<file path="src/rtl/req_encoder_8to3_pkg.sv">
// Shared constants and types for the 8-to-3 request encoder.
// Optional build macro: REQ_ENCODER_ROUND_ROBIN_EN.
package enc_pkg;

    localparam int WIDTH = 8;
    localparam int IDX_W = $clog2(WIDTH);

    typedef logic [IDX_W-1:0] idx_t;

    typedef enum logic {
        IDLE    = 1'b0,
        PRESENT = 1'b1
    } state_t;

endpackage

</file>
<file path="src/rtl/req_encoder_8to3_if.sv">
// Valid/ready output bundle carrying the encoded index.
// Optional build macro: REQ_ENCODER_ROUND_ROBIN_EN.
interface req_encoder_8to3_if;
    import enc_pkg::*;

    idx_t dout;
    logic dout_vld;
    logic dout_rdy;

    modport master (
        output dout,
        output dout_vld,
        input  dout_rdy
    );

    modport slave (
        input  dout,
        input  dout_vld,
        output dout_rdy
    );

endinterface

</file>
<file path="src/rtl/req_encoder_8to3_prio_find.sv">
// Find-first-set over WIDTH bits, searching upward from start.
// Optional build macro: REQ_ENCODER_ROUND_ROBIN_EN.
module prio_find
    import enc_pkg::*;
(
    input  logic [WIDTH-1:0] vec,
    input  idx_t             start,
    output idx_t             idx
);

    idx_t pos;
    logic found;

    // Walk the vector from start with wrap-around; first hit wins.
    always_comb begin
        idx   = '0;
        pos   = '0;
        found = 1'b0;
        for (int i = 0; i < WIDTH; i++) begin
            pos = start + idx_t'(i);
            if (!found && vec[pos]) begin
                idx   = pos;
                found = 1'b1;
            end
        end
    end

endmodule

</file>
<file path="src/rtl/req_encoder_8to3.sv">
// Serialises request pulses into binary indices on a valid/ready port.
// Optional build macro: REQ_ENCODER_ROUND_ROBIN_EN (rotating priority).
module req_encoder_8to3
    import enc_pkg::*;
(
    input  logic             clk,
    input  logic             rst_n,
    input  logic [WIDTH-1:0] din,
    req_encoder_8to3_if.master out_if,
    output logic             busy,
    output logic             coalesce
);

    state_t           state_q, state_d;
    logic [WIDTH-1:0] pend_q, pend_d;
    idx_t             dout_q, dout_d;
    logic             coalesce_q, coalesce_d;

    logic             accept;
    logic [WIDTH-1:0] clr;
    logic [WIDTH-1:0] rem;
    logic [WIDTH-1:0] sel_vec;
    idx_t             start;
    idx_t             found_idx;

    assign accept = (state_q == PRESENT) && out_if.dout_rdy;

`ifdef REQ_ENCODER_ROUND_ROBIN_EN
    idx_t last_q, last_d;

    // Remember the last accepted index; search resumes just past it.
    always_comb begin
        last_d = accept ? dout_q : last_q;
        start  = (accept ? dout_q : last_q) + idx_t'(1);
    end

    // Last-accepted register, reset so the first search begins at 0.
    always_ff @(posedge clk or negedge rst_n) begin
        if (!rst_n) last_q <= idx_t'(WIDTH - 1);
        else        last_q <= last_d;
    end
`else
    assign start = '0;
`endif

    // Pending update: a new pulse on the bit being cleared keeps it set.
    always_comb begin
        clr = '0;
        if (accept) clr[dout_q] = 1'b1;
        rem        = pend_q & ~clr;
        pend_d     = rem | din;
        coalesce_d = |(din & pend_q & ~clr);
        sel_vec    = (state_q == IDLE) ? pend_q : rem;
    end

    prio_find u_find (
        .vec   (sel_vec),
        .start (start),
        .idx   (found_idx)
    );

    // Next-state and presented index; dout holds unless reloaded.
    always_comb begin
        state_d = state_q;
        dout_d  = dout_q;
        unique case (state_q)
            IDLE: begin
                if (|pend_q) begin
                    dout_d  = found_idx;
                    state_d = PRESENT;
                end
            end
            PRESENT: begin
                if (accept) begin
                    if (|rem) dout_d = found_idx;
                    else      state_d = IDLE;
                end
            end
            default: state_d = IDLE;
        endcase
    end

    // State, pending set, presented index and coalesce flag.
    always_ff @(posedge clk or negedge rst_n) begin
        if (!rst_n) begin
            state_q    <= IDLE;
            pend_q     <= '0;
            dout_q     <= '0;
            coalesce_q <= 1'b0;
        end else begin
            state_q    <= state_d;
            pend_q     <= pend_d;
            dout_q     <= dout_d;
            coalesce_q <= coalesce_d;
        end
    end

    assign out_if.dout     = dout_q;
    assign out_if.dout_vld = (state_q == PRESENT);
    assign busy            = (|pend_q) | (state_q == PRESENT);
    assign coalesce        = coalesce_q;

endmodule

</file>
<file path="src/flat_wrapper.sv">
// flat-port wrapper written by rule: the top's interface ports become plain ports
module req_encoder_8to3_flat import enc_pkg::*;
  (clk, rst_n, din, busy, coalesce, out_if_dout, out_if_dout_vld, out_if_dout_rdy);
  req_encoder_8to3_if out_if_i ();
  input  logic clk;
  input  logic rst_n;
  input  logic [WIDTH-1:0] din;
  output logic busy;
  output logic coalesce;
  output wire logic [$bits(out_if_i.dout)-1:0] out_if_dout;
  output wire logic [$bits(out_if_i.dout_vld)-1:0] out_if_dout_vld;
  input wire logic [$bits(out_if_i.dout_rdy)-1:0] out_if_dout_rdy;
  assign out_if_dout = out_if_i.dout;
  assign out_if_dout_vld = out_if_i.dout_vld;
  assign out_if_i.dout_rdy = out_if_dout_rdy;
  req_encoder_8to3 u_core (.clk(clk), .rst_n(rst_n), .din(din), .out_if(out_if_i), .busy(busy), .coalesce(coalesce));
endmodule
</file>
<file path="config.mk">
export PLATFORM = sky130hd
export DESIGN_NAME = req_encoder_8to3_flat
export DESIGN_NICKNAME = d
export VERILOG_FILES = /design/src/rtl/req_encoder_8to3_pkg.sv /design/src/rtl/req_encoder_8to3_if.sv /design/src/rtl/req_encoder_8to3_prio_find.sv /design/src/rtl/req_encoder_8to3.sv /design/src/flat_wrapper.sv
export SDC_FILE = /design/constraint.sdc
export NUM_CORES = 1
export LEC_CHECK = 0
export ABC_AREA = 1
export BUFFER_PORTS_ARGS = -buffer_cell sky130_fd_sc_hd__buf_2
export CORE_UTILIZATION = 30
export DETAILED_ROUTE_END_ITERATION = 6
export GPL_TIMING_DRIVEN = 1
export PLACE_DENSITY = 0.52
export SYNTH_ARGS = -nofsm -noshare
export SYNTH_HDL_FRONTEND = slang
export SYNTH_HIERARCHICAL = 1
export SYNTH_SLANG_ARGS = --single-unit
</file>
<file path="constraint.sdc">
create_clock -name clk -period 2.58 [get_ports clk]
set_input_delay 0 -clock clk [delete_from_list [all_inputs] [get_ports clk]]
set_output_delay 0 -clock clk [all_outputs]
set_load 0.02 [all_outputs]
</file>
==> results of run 1 <==
==> placed cells by master (no fill, tap or decap) <==
| cell | synthesis | routed |
|---|---|---|
| or2_2 | 3 | 3 |
| inv_1 | 29 | 29 |
| nor2_8 | 1 | 1 |
| nand3_2 | 10 | 10 |
| a31oi_1 | 1 | 1 |
| nand4_1 | 4 | 4 |
| nor4_1 | 2 | 2 |
| nand2_2 | 13 | 13 |
| a21oi_1 | 3 | 3 |
| xnor2_1 | 1 | 1 |
| nor3_1 | 1 | 1 |
| nand2_4 | 8 | 8 |
| clkinv_1 | 1 | 1 |
| nor2_1 | 16 | 16 |
| xor2_2 | 2 | 2 |
| clkbuf_8 | 0 | 3 |
| ha_1 | 2 | 2 |
| o21ai_0 | 5 | 5 |
| nand3_1 | 31 | 31 |
| dlygate4sd3_1 | 0 | 9 |
| o21ai_2 | 2 | 2 |
| o21ai_1 | 2 | 2 |
| nor2_2 | 3 | 3 |
| o22ai_1 | 2 | 2 |
| inv_2 | 3 | 3 |
| nand2_1 | 58 | 58 |
| clkinv_2 | 1 | 2 |
| dfrtp_1 | 13 | 13 |
| inv_4 | 1 | 1 |
| nor2_4 | 2 | 2 |
| conb_1 | 1 | 5 |
| o21bai_2 | 1 | 1 |
| nand3_4 | 1 | 1 |
| buf_2 | 0 | 16 |
==> synthesized netlist by cell type, types with 2 or more instances <==
cell type | n | area [um^2]
nand2_1 | 58 | 218
nand3_1 | 31 | 155
inv_1 | 29 | 109
nor2_1 | 16 | 60.1
dfrtp_1 | 13 | 325
nand2_2 | 13 | 81.3
nand3_2 | 10 | 100
nand2_4 | 8 | 90.1
o21ai_0 | 5 | 25.0
nand4_1 | 4 | 25.0
a21oi_1 | 3 | 15.0
buf_6 | 3 | 33.8
inv_2 | 3 | 11.3
nor2_2 | 3 | 18.8
or2_2 | 3 | 18.8
ha_1 | 2 | 25.0
nor2_4 | 2 | 22.5
nor4_1 | 2 | 12.5
o21ai_1 | 2 | 10.0
o21ai_2 | 2 | 17.5
o22ai_1 | 2 | 12.5
xor2_2 | 2 | 32.5
==> layer usage <==
| metal | GRT usage [%] | vias to the layer above |
|---|---|---|
| met3 | 2.74 | 3 |
| met4 | 2.56 | 0 |
| li1 | - | 774 |
| met1 | 20.2 | 608 |
| met5 | 0 | - |
| met2 | 24.3 | 20 |
==> sequential cells by signal (all words and copies together) (netlist names) <==
register / count
u_core/coalesce: 1
u_core/pend_q: 8
u_core/out_if.dout: 3
u_core/out_if.dout_vld: 1
==> through the flow <==
| stage | power (W) | hold slack (ps) | cells | util, % | worst slack (ps) |
|---|---|---|---|---|---|
| detailed placement | 0.000616 | -100 | 310 | 34.3 | 334 |
| CTS | 0.000811 | 172 | 323 | 37.1 | 319 |
| global placement | 0.000617 | -97.1 | 310 | 34.3 | 316 |
| finish | 0.000821 | 172 | 323 | 37.1 | 339 |
| global route | 0.000888 | 185 | 323 | 37.1 | 26.4 |
| floorplan | 0.000553 | -296 | 231 | - | 584 |
==> power groups by stage <==
stage / Sequential (W) / Combinational [W] / Clock [W]
after global placement: 0.000249 / 0.000368 / 0
after CTS: 0.000245 / 0.000378 / 0.000188
final: 0.000245 / 0.000396 / 0.000180
after global routing: 0.000250 / 0.000445 / 0.000194
after detailed placement: 0.000249 / 0.000367 / 0
after floorplan: 0.000255 / 0.000298 / 0
==> area by class of cell <==
class                           instances  share of cell area [%]
Timing Repair Buffer                   25                    9.52
Clock inverter                          1                   0.280
Tap cell                               67                    4.69
Clock buffer                            3                    2.31
Sequential cell                        13                    18.2
Multi-Input combinational cell        179                    57.5
Inverter                               35                    7.56
==> path summary, 6_finish.rpt <==
check | cells after the start | start | to | slack [ps]
setup / recovery | 16 | u_core/out_if.dout_vld$_DFF_PN0_ | u_core/out_if.dout[0]$_DFFE_PN0P_ | 340
setup reg to reg | 16 | u_core/out_if.dout_vld$_DFF_PN0_ | u_core/out_if.dout[0]$_DFFE_PN0P_ | 340
min in group clk | 4 | out_if_dout_rdy | u_core/pend_q[3]$_DFF_PN0_ | 180
max in group asynchronous | 2 | rst_n | u_core/out_if.dout[1]$_DFFE_PN0P_ | 2180
hold reg to reg | 2 | u_core/pend_q[6]$_DFF_PN0_ | u_core/pend_q[6]$_DFF_PN0_ | 540
hold / removal | 2 | rst_n | u_core/coalesce$_DFF_PN0_ | 170
==> kinds of logic (layout without fill, tap and decap cells) <==
logic type               Yosys count  after routing  synth area share [%]
AO/OA/AOI/OAI                     16             16                  6.39
XOR/XNOR                           3              3                  2.70
adder cells (fa/ha/maj)            2              2                  1.64
buffers and inverters             39             64                  12.4
flip-flops                        13             13                  21.3
other                              1              5                 0.246
AND/OR/NAND/NOR                  153            153                  55.3
==> run_results.csv, run 1 <==
group,metric,value,unit
power,p_sw,0.000363,W
power,seq_power_share,29.9,%
timing,fmax,446,MHz
synthesis,seq_area_frac_synth,21.3,%
synthesis,syn_inst,227,
cts,clock_path_buffers,2,
drt,wl_met2,1.57,mm
finish,drive_above_1_share,27.7,%
finish,nets,270,
min_path,hold_class,"input port to asynchronous set/reset pin",
global_routing,grt_remaining_overflow,0,
drt,drtAntennaViolNets,0,
placement,placed_area,1650,um^2
synthesis,yosys_warnings,6,
timing,finalCriticalPeriod,2240,ps
global_routing,track_usage,14.7,%
timing,setup_tns,0,ps
synthesis,synth_area_per_cell,6.72,um^2
drt,wirelength,3.49,mm
floorplan,num_io_pins,17,
drt,vias,1405,
global_routing,grt_pass1_vias,1321,
cts,ctsHtreeMaxLevel,1,
finish,seq_area,325,um^2
drt,vias_per_cell,4.35,
critical_path,critPathKind,"flip-flop to flip-flop",
synthesis,async_flop_share,100,%
floorplan,die_height,73.3,um
synthesis,syn_area,1530,um^2
cts,insertion_delay,250,ps
power,combPwrFrac,48.2,%
floorplan,die_w,73.3,um
cts,cts_tree,"done",
critical_path,crit_top_cell,"nand2_1",
synthesis,synth_edf_count,0,
cts,cts_buffers,3,
synthesis,ys_types,33,
placement,place.port_buffers,16,
drt,drt-initial-drc-count,57,
critical_path,worst_path_dominant_cell_family,"simple AND/OR/NAND/NOR gates",
global_routing,grt_max_degree,14,
floorplan,row_count,25,
cts,post_cts_hold_buffer_count,9,
run_status,status,"finished clean",
cts,cts.sinks,13,
power,p_sw_share,44.2,%
cts,post_cts_resized,0,
power,power.leakage,0.886,nW
power,clkPwrFrac,22.0,%
synthesis,ys_ff_latch,13,
drt,wl_per_cell,10.8,um
critical_path,cp_data_required_time,2760,ps
critical_path,critical_path_buf_inv_count,1,
drt,drt_pre_antenna_iters,4,
power,power.internal,0.000459,W
critical_path,arrival,2420,ps
cts,root_buffer,"clkbuf_8",
timing,rsz0062_at_grt,"false",
placement,place_congestion,0.847,
power,peakVddDrop,0.230,mV
floorplan,core_area,4820,um^2
critical_path,end_kind,"flip-flop",
timing,final-hold-violation-count,0,
timing,slew_violations,0,
drt,drc,0,
critical_path,crit_slowest_cell,"dfrtp_1",
floorplan,start_util,31.7,%
critical_path,cp_slowest_stage_delay,390,ps
global_routing,grt_first_pass_wirelength,6.10,mm
global_routing,antenna_found_initial,0,
critical_path,start_kind,"flip-flop",
synthesis,ys.flop_type,"dfrtp_1",
timing,setup_viol,0,
finish,fin_area,1790,um^2
critical_path,worstPathMaxFanout,4,
cts,post-cts-setup-buffers,0,
finish,multiInputGateArea,1030,um^2
finish,diodes,0,
floorplan,die_area,5380,um^2
drt,top_layer,"met4",
drt,routedLengthMet1,1.81,mm
critical_path,cp_cell_sequence,"nand2_1, nor2_2, nand2_1, nand2_2, inv_1, nand2_1, nand3_1, nand2_1, o21ai_1, nor3_1, nand4_1, nand2_1, nor2_1, nor2_1, nand3_1, nand2_1",
timing,clock-skew-final,6.47,ps
finish,area_growth,17.1,%
power,power_density,459,nW/um^2
run,drv_cap,0,
drt,wl_met3,108,um
cts,path_clk_slew,60,ps
finish,num-fill-cells,542,
timing,period_share,86.9,%
placement,hpwl,2.89,mm
(Power assumes the default switching activity.)
==> run 2, diff against run 1 <==
BUFFER_PORTS_ARGS = -buffer_cell sky130_fd_sc_hd__clkbuf_2   (was -buffer_cell sky130_fd_sc_hd__buf_2)
==> run 2 against run 1 <==
  * Sequential power is essentially flat
  * Worst hold slack gained 6.7 ps
  * Core utilization is the same
  * Global-route usage shrank 0.41 points
  * Sequential cell count is the same
  * Maximum frequency grew 0.93%
  * Clock power is essentially flat
  * Cell area is the same
  * First-iteration DRC count shrank 3.5%
  * Final cell count is the same
  * Largest cell class unchanged
  * Highest routed layer unchanged
==> run_results.csv, run 2 (synthesis results as in run 1) <==
group,metric,value,unit
run_status,status,"finished clean",
timing,setup_viol,0,
power,power_density,457,nW/um^2
timing,slew_violations,0,
finish,area_growth,17.1,%
finish,final_cell_mix,"58 x nand2_1, 31 x nand3_1, 29 x inv_1",
timing,fmax,450,MHz
drt,drtAntennaViolNets,0,
finish,final_common_cell,"nand2_1",
timing,hold_ws,179,ps
floorplan,row_count,25,
drt,drt_pre_antenna_iters,4,
critical_path,critPathKind,"flip-flop to flip-flop",
cts,path_clk_slew,60,ps
finish,multiInputGateArea,1030,um^2
run,drv_cap,0,
timing,final-hold-violation-count,0,
cts,cts.sinks,13,
finish,seq_area,325,um^2
cts,post-cts-setup-buffers,0,
finish,stdcell_count,323,
timing,worst_slack,359,ps
finish,largest_reg_flops,8,
critical_path,worstPathMaxFanout,6,
timing,period_share,86.1,%
placement,hpwl,2.81,mm
finish,drive_above_1_share,27.7,%
finish,num-fill-cells,542,
floorplan,die_height,73.3,um
drt,wirelength,3.35,mm
drt,wl_per_cell,10.4,um
timing,clock-skew-final,2.84,ps
global_routing,track_usage,14.3,%
global_routing,grt_max_degree,14,
drt,drt-initial-drc-count,55,
floorplan,num_io_pins,17,
finish,diodes,0,
global_routing,antenna_found_initial,0,
finish,nets,270,
critical_path,cp_data_required_time,2720,ps
critical_path,end_kind,"flip-flop",
drt,drc,0,
global_routing,grt_pass1_vias,1405,
placement,dp_slack,361,ps
timing,finalCriticalPeriod,2220,ps
cts,clock_path_buffers,2,
drt,vias,1457,
floorplan,die_w,73.3,um
placement,place_congestion,0.811,
cts,cts_buffers,3,
placement,place_inst,310,
power,peakVddDrop,0.228,mV
floorplan,die_area,5380,um^2
cts,root_buffer,"clkbuf_8",
floorplan,core_area,4820,um^2
timing,setup_tns,0,ps
finish,regMostFlops,"u_core/pend_q",
placement,place.port_buffers,16,
drt,vias_per_cell,4.51,
critical_path,start_kind,"flip-flop",
cts,post_cts_hold_buffer_count,9,
critical_path,arrival,2360,ps
cts,ctsHtreeMaxLevel,1,
min_path,hold_class,"input port to asynchronous set/reset pin",
global_routing,grt_remaining_overflow,0,
power,power.leakage,0.892,nW
global_routing,grt_first_pass_wirelength,5.94,mm
cts,post_cts_resized,0,
cts,insertion_delay,250,ps
floorplan,start_util,31.7,%
timing,rsz0062_at_grt,"false",
cts,cts_tree,"done",
power,total_power,0.000817,W
run 2: changes by cell type in the layout (fill, tap and decap cells not counted):
cell,delta
buf_2,-16
clkbuf_2,+16
run 2: final timing paths:
path / from / endpoint / slack [ps] / depth (start not counted)
min reg2reg: u_core/pend_q[6]$_DFF_PN0_ / u_core/pend_q[6]$_DFF_PN0_ / 540 / 2
min in group clk: out_if_dout_rdy / u_core/out_if.dout_vld$_DFF_PN0_ / 180 / 3
max reg2reg: u_core/out_if.dout[1]$_DFFE_PN0P_ / u_core/out_if.dout[2]$_DFFE_PN0P_ / 360 / 14
max: u_core/out_if.dout[1]$_DFFE_PN0P_ / u_core/out_if.dout[2]$_DFFE_PN0P_ / 360 / 14
min: rst_n / u_core/coalesce$_DFF_PN0_ / 180 / 2
max in group asynchronous: rst_n / u_core/out_if.dout[1]$_DFFE_PN0P_ / 2150 / 2
run 2: layer usage:
layer  track usage, %  up-vias  wire [um]
met3             2.74        4        109
li1                 -      773          -
met4             3.42        0         34
met5                0        -          0
met2             24.3       25       1540
met1             18.7      655       1660
run 2: worst max-delay path, stage by stage (launching register included):
cell and delay [ps]:
dfrtp_1 450, inv_1 80, nand2_1 70, o21ai_1 200, inv_1 130, nand2_2 100, nand3_2 80, a31oi_1 380
inv_2 110, nand3_2 110, nor2_1 40, nor2_1 120, nand3_1 90, nand3_1 90, nand2_1 50
run 2: per-stage QoR:
stage | instance area [um^2] | util, %
after floorplan | 1540 | -
after global placement | 1650 | 34.3
after detailed placement | 1650 | 34.3
after CTS | 1790 | 37.1
after global routing | 1790 | 37.1
final | 1790 | 37.1
run 2: cell type report:
class,count,area share [%]
clock buffers,3,2.31
clock inverters,1,0.280
inverters,35,7.56
multi-input cells,179,57.5
flip-flops and latches,13,18.2
well taps,67,4.69
repair buffers,25,9.52
run 2: power by group:
part / internal (W) / total, W / switching [W] / leakage [nW]
combinational: 0.000128 / 0.000388 / 0.000260 / 0.739
sequential: 0.000224 / 0.000246 / 0.0000225 / 0.128
clock: 0.000107 / 0.000183 / 0.0000760 / 0.0255
==> run 3, diff against run 2 <==
CORE_ASPECT_RATIO = 0.6   (was not set)
SKIP_LAST_GASP = 1   (was not set)
==> run 3 against run 2 <==
  * Non-clock buffer count is the same
  * Global-route usage grew 0.70 points
  * Register-to-register slack gained 20 ps
  * Sequential share of layout area grew 0.064 points
  * Final cell count shrank 1.2%
  * Critical path depth grew 2
  * Die area grew 0.18%
  * Via count is essentially flat
  * Largest power group unchanged
  * Largest cell class unchanged
  * Highest routed layer unchanged
  * First-iteration DRC count grew to 2.6 times the previous value
  * Setup slack gained 17 ps
==> run_results.csv, run 3 (synthesis results as in run 1) <==
group,metric,value,unit
run_status,status,"finished clean",
critical_path,critPathKind,"flip-flop to flip-flop",
min_path,whs_path_depth,3,
global_routing,grt_max_degree,14,
cts,ctsHtreeMaxLevel,1,
floorplan,start_util,32.3,%
timing,setup_viol,0,
cts,insertion_delay,240,ps
finish,drive_above_1_share,27.3,%
cts,clock_path_buffers,2,
floorplan,die_area,5390,um^2
finish,final_cell_mix,"58 x nand2_1, 31 x nand3_1, 29 x inv_1",
drt,top_layer,"met4",
placement,place_congestion,0.825,
timing,fmax,454,MHz
finish,final_common_cell,"nand2_1",
global_routing,antenna_found_initial,0,
timing,setup_tns,0,ps
cts,cts.sinks,13,
drt,drtAntennaViolNets,0,
floorplan,core_area,4730,um^2
drt,wl_met2,1.16,mm
global_routing,grt_first_pass_wirelength,6.07,mm
timing,clock-skew-final,1.56,ps
floorplan,die_height,57.3,um
power,power.leakage,0.889,nW
drt,drc,0,
critical_path,cp_data_required_time,2760,ps
critical_path,arrival,2390,ps
finish,nets,270,
floorplan,num_io_pins,17,
timing,finalCriticalPeriod,2200,ps
cts,cts_tree,"done",
drt,wl_met3,356,um
timing,final-hold-violation-count,0,
floorplan,row_count,19,
cts,path_clk_slew,60,ps
critical_path,regToRegEndpoint,"u_core/out_if.dout[0]$_DFFE_PN0P_",
run,drv_cap,0,
finish,regMostFlops,"u_core/pend_q",
drt,wl_per_cell,11.8,um
global_routing,grt_remaining_overflow,0,
drt,routedLengthMet1,2.24,mm
power,power_density,466,nW/um^2
drt,drt_pre_antenna_iters,4,
min_path,holdPathEnd,"u_core/out_if.dout_vld$_DFF_PN0_",
global_routing,grt_pass1_vias,1213,
placement,hpwl,3.21,mm
placement,place.port_buffers,16,
finish,area_growth,16.7,%
power,peakVddDrop,0.261,mV
critical_path,worstPathMaxFanout,4,
global_routing,track_usage,15.0,%
critical_path,ff2ff_path_depth,16,
min_path,hold_class,"input port to flip-flop",
floorplan,die_w,94.1,um
cts,cts_buffers,3,
power,total_power,0.000830,W
critical_path,reg2reg_from,"u_core/out_if.dout_vld$_DFF_PN0_",
critical_path,r2r_setup_slack,380,ps
finish,diodes,0,
timing,slew_violations,0,
drt,drt-initial-drc-count,145,
cts,post-cts-setup-buffers,0,
drt,vias_per_cell,4.56,
critical_path,start_kind,"flip-flop",
finish,largest_reg_flops,8,
drt,wirelength,3.77,mm
min_path,hp-start,"out_if_dout_rdy",
cts,root_buffer,"clkbuf_8",
timing,period_share,85.4,%
drt,vias,1456,
critical_path,end_kind,"flip-flop",
timing,rsz0062_at_grt,"false",
## run 3: cell count changes in the layout (fill, tap and decap cells not counted)
cell,before,now
clkinv_2,2,1
clkbuf_1,0,1
## run 3: what timing repair did
item | in CTS | in global routing
hold endpoints to repair | 21 | 0
hold buffers | 9 | 0
resized for setup | 0 | 0
## run 3: report_power, final
group / leakage, nW / switching [W] / internal (W) / total [W]
registers: 0.128 / 0.0000210 / 0.000224 / 0.000245
clock network: 0.0228 / 0.0000728 / 0.000109 / 0.000182
logic: 0.739 / 0.000276 / 0.000128 / 0.000404
## run 3: worst max path at each step
| stage | from | end | slack, ps | cells past startpoint |
|---|---|---|---|---|
| after floorplan | u_core/out_if.dout_vld$_DFF_PN0_ | u_core/out_if.dout[1]$_DFFE_PN0P_ | 580 | 18 |
| after global placement | u_core/out_if.dout_vld$_DFF_PN0_ | u_core/out_if.dout[0]$_DFFE_PN0P_ | 320 | 16 |
| after detailed placement | u_core/out_if.dout_vld$_DFF_PN0_ | u_core/out_if.dout[0]$_DFFE_PN0P_ | 390 | 16 |
| after CTS | u_core/out_if.dout_vld$_DFF_PN0_ | u_core/out_if.dout[0]$_DFFE_PN0P_ | 380 | 16 |
| after global routing | u_core/out_if.dout_vld$_DFF_PN0_ | u_core/out_if.dout[1]$_DFFE_PN0P_ | 110 | 18 |
| final | u_core/out_if.dout_vld$_DFF_PN0_ | u_core/out_if.dout[0]$_DFFE_PN0P_ | 380 | 16 |
## run 3: through the flow
stage          cells  setup slack [ps]  hold slack (ps)  area (um^2)  util (%)
3_5_place_dp     306               391            -81.9         1650      34.8
4_1_cts          319               376              163         1780      37.7
3_3_place_gp     306               319            -77.1         1650      34.8
6_report         319               377              157         1780      37.7
5_1_grt          319               115              179         1780      37.7
2_1_floorplan    231               584             -296         1540         -
## run 3: metal layers
metal  vias up  track usage [%]
met4         0             1.32
met5         -                0
li1        773                -
met3         2             3.73
met1       630             27.2
met2        51             16.4
## run 3: layout make-up
class	instances	area, um^2
Multi-Input combinational cell	179	1030
Inverter	35	135
Clock buffer	4	45.0
Fill cell	520	2950
Timing Repair Buffer	25	170
Tap cell	63	78.8
Sequential cell	13	325
## run 3: worst max-delay path, cell delays in order, from the launching register on
cell     delay, ps
dfrtp_1        390
nand2_1         80
nor2_2         190
nand2_1        100
nand2_2        110
inv_1           90
nand2_1         90
nand3_1         90
nand2_1         90
o21ai_1        130
nor3_1         280
nand4_1        160
nand2_1         80
nor2_1          40
nor2_1          80
nand3_1         80
nand2_1         70
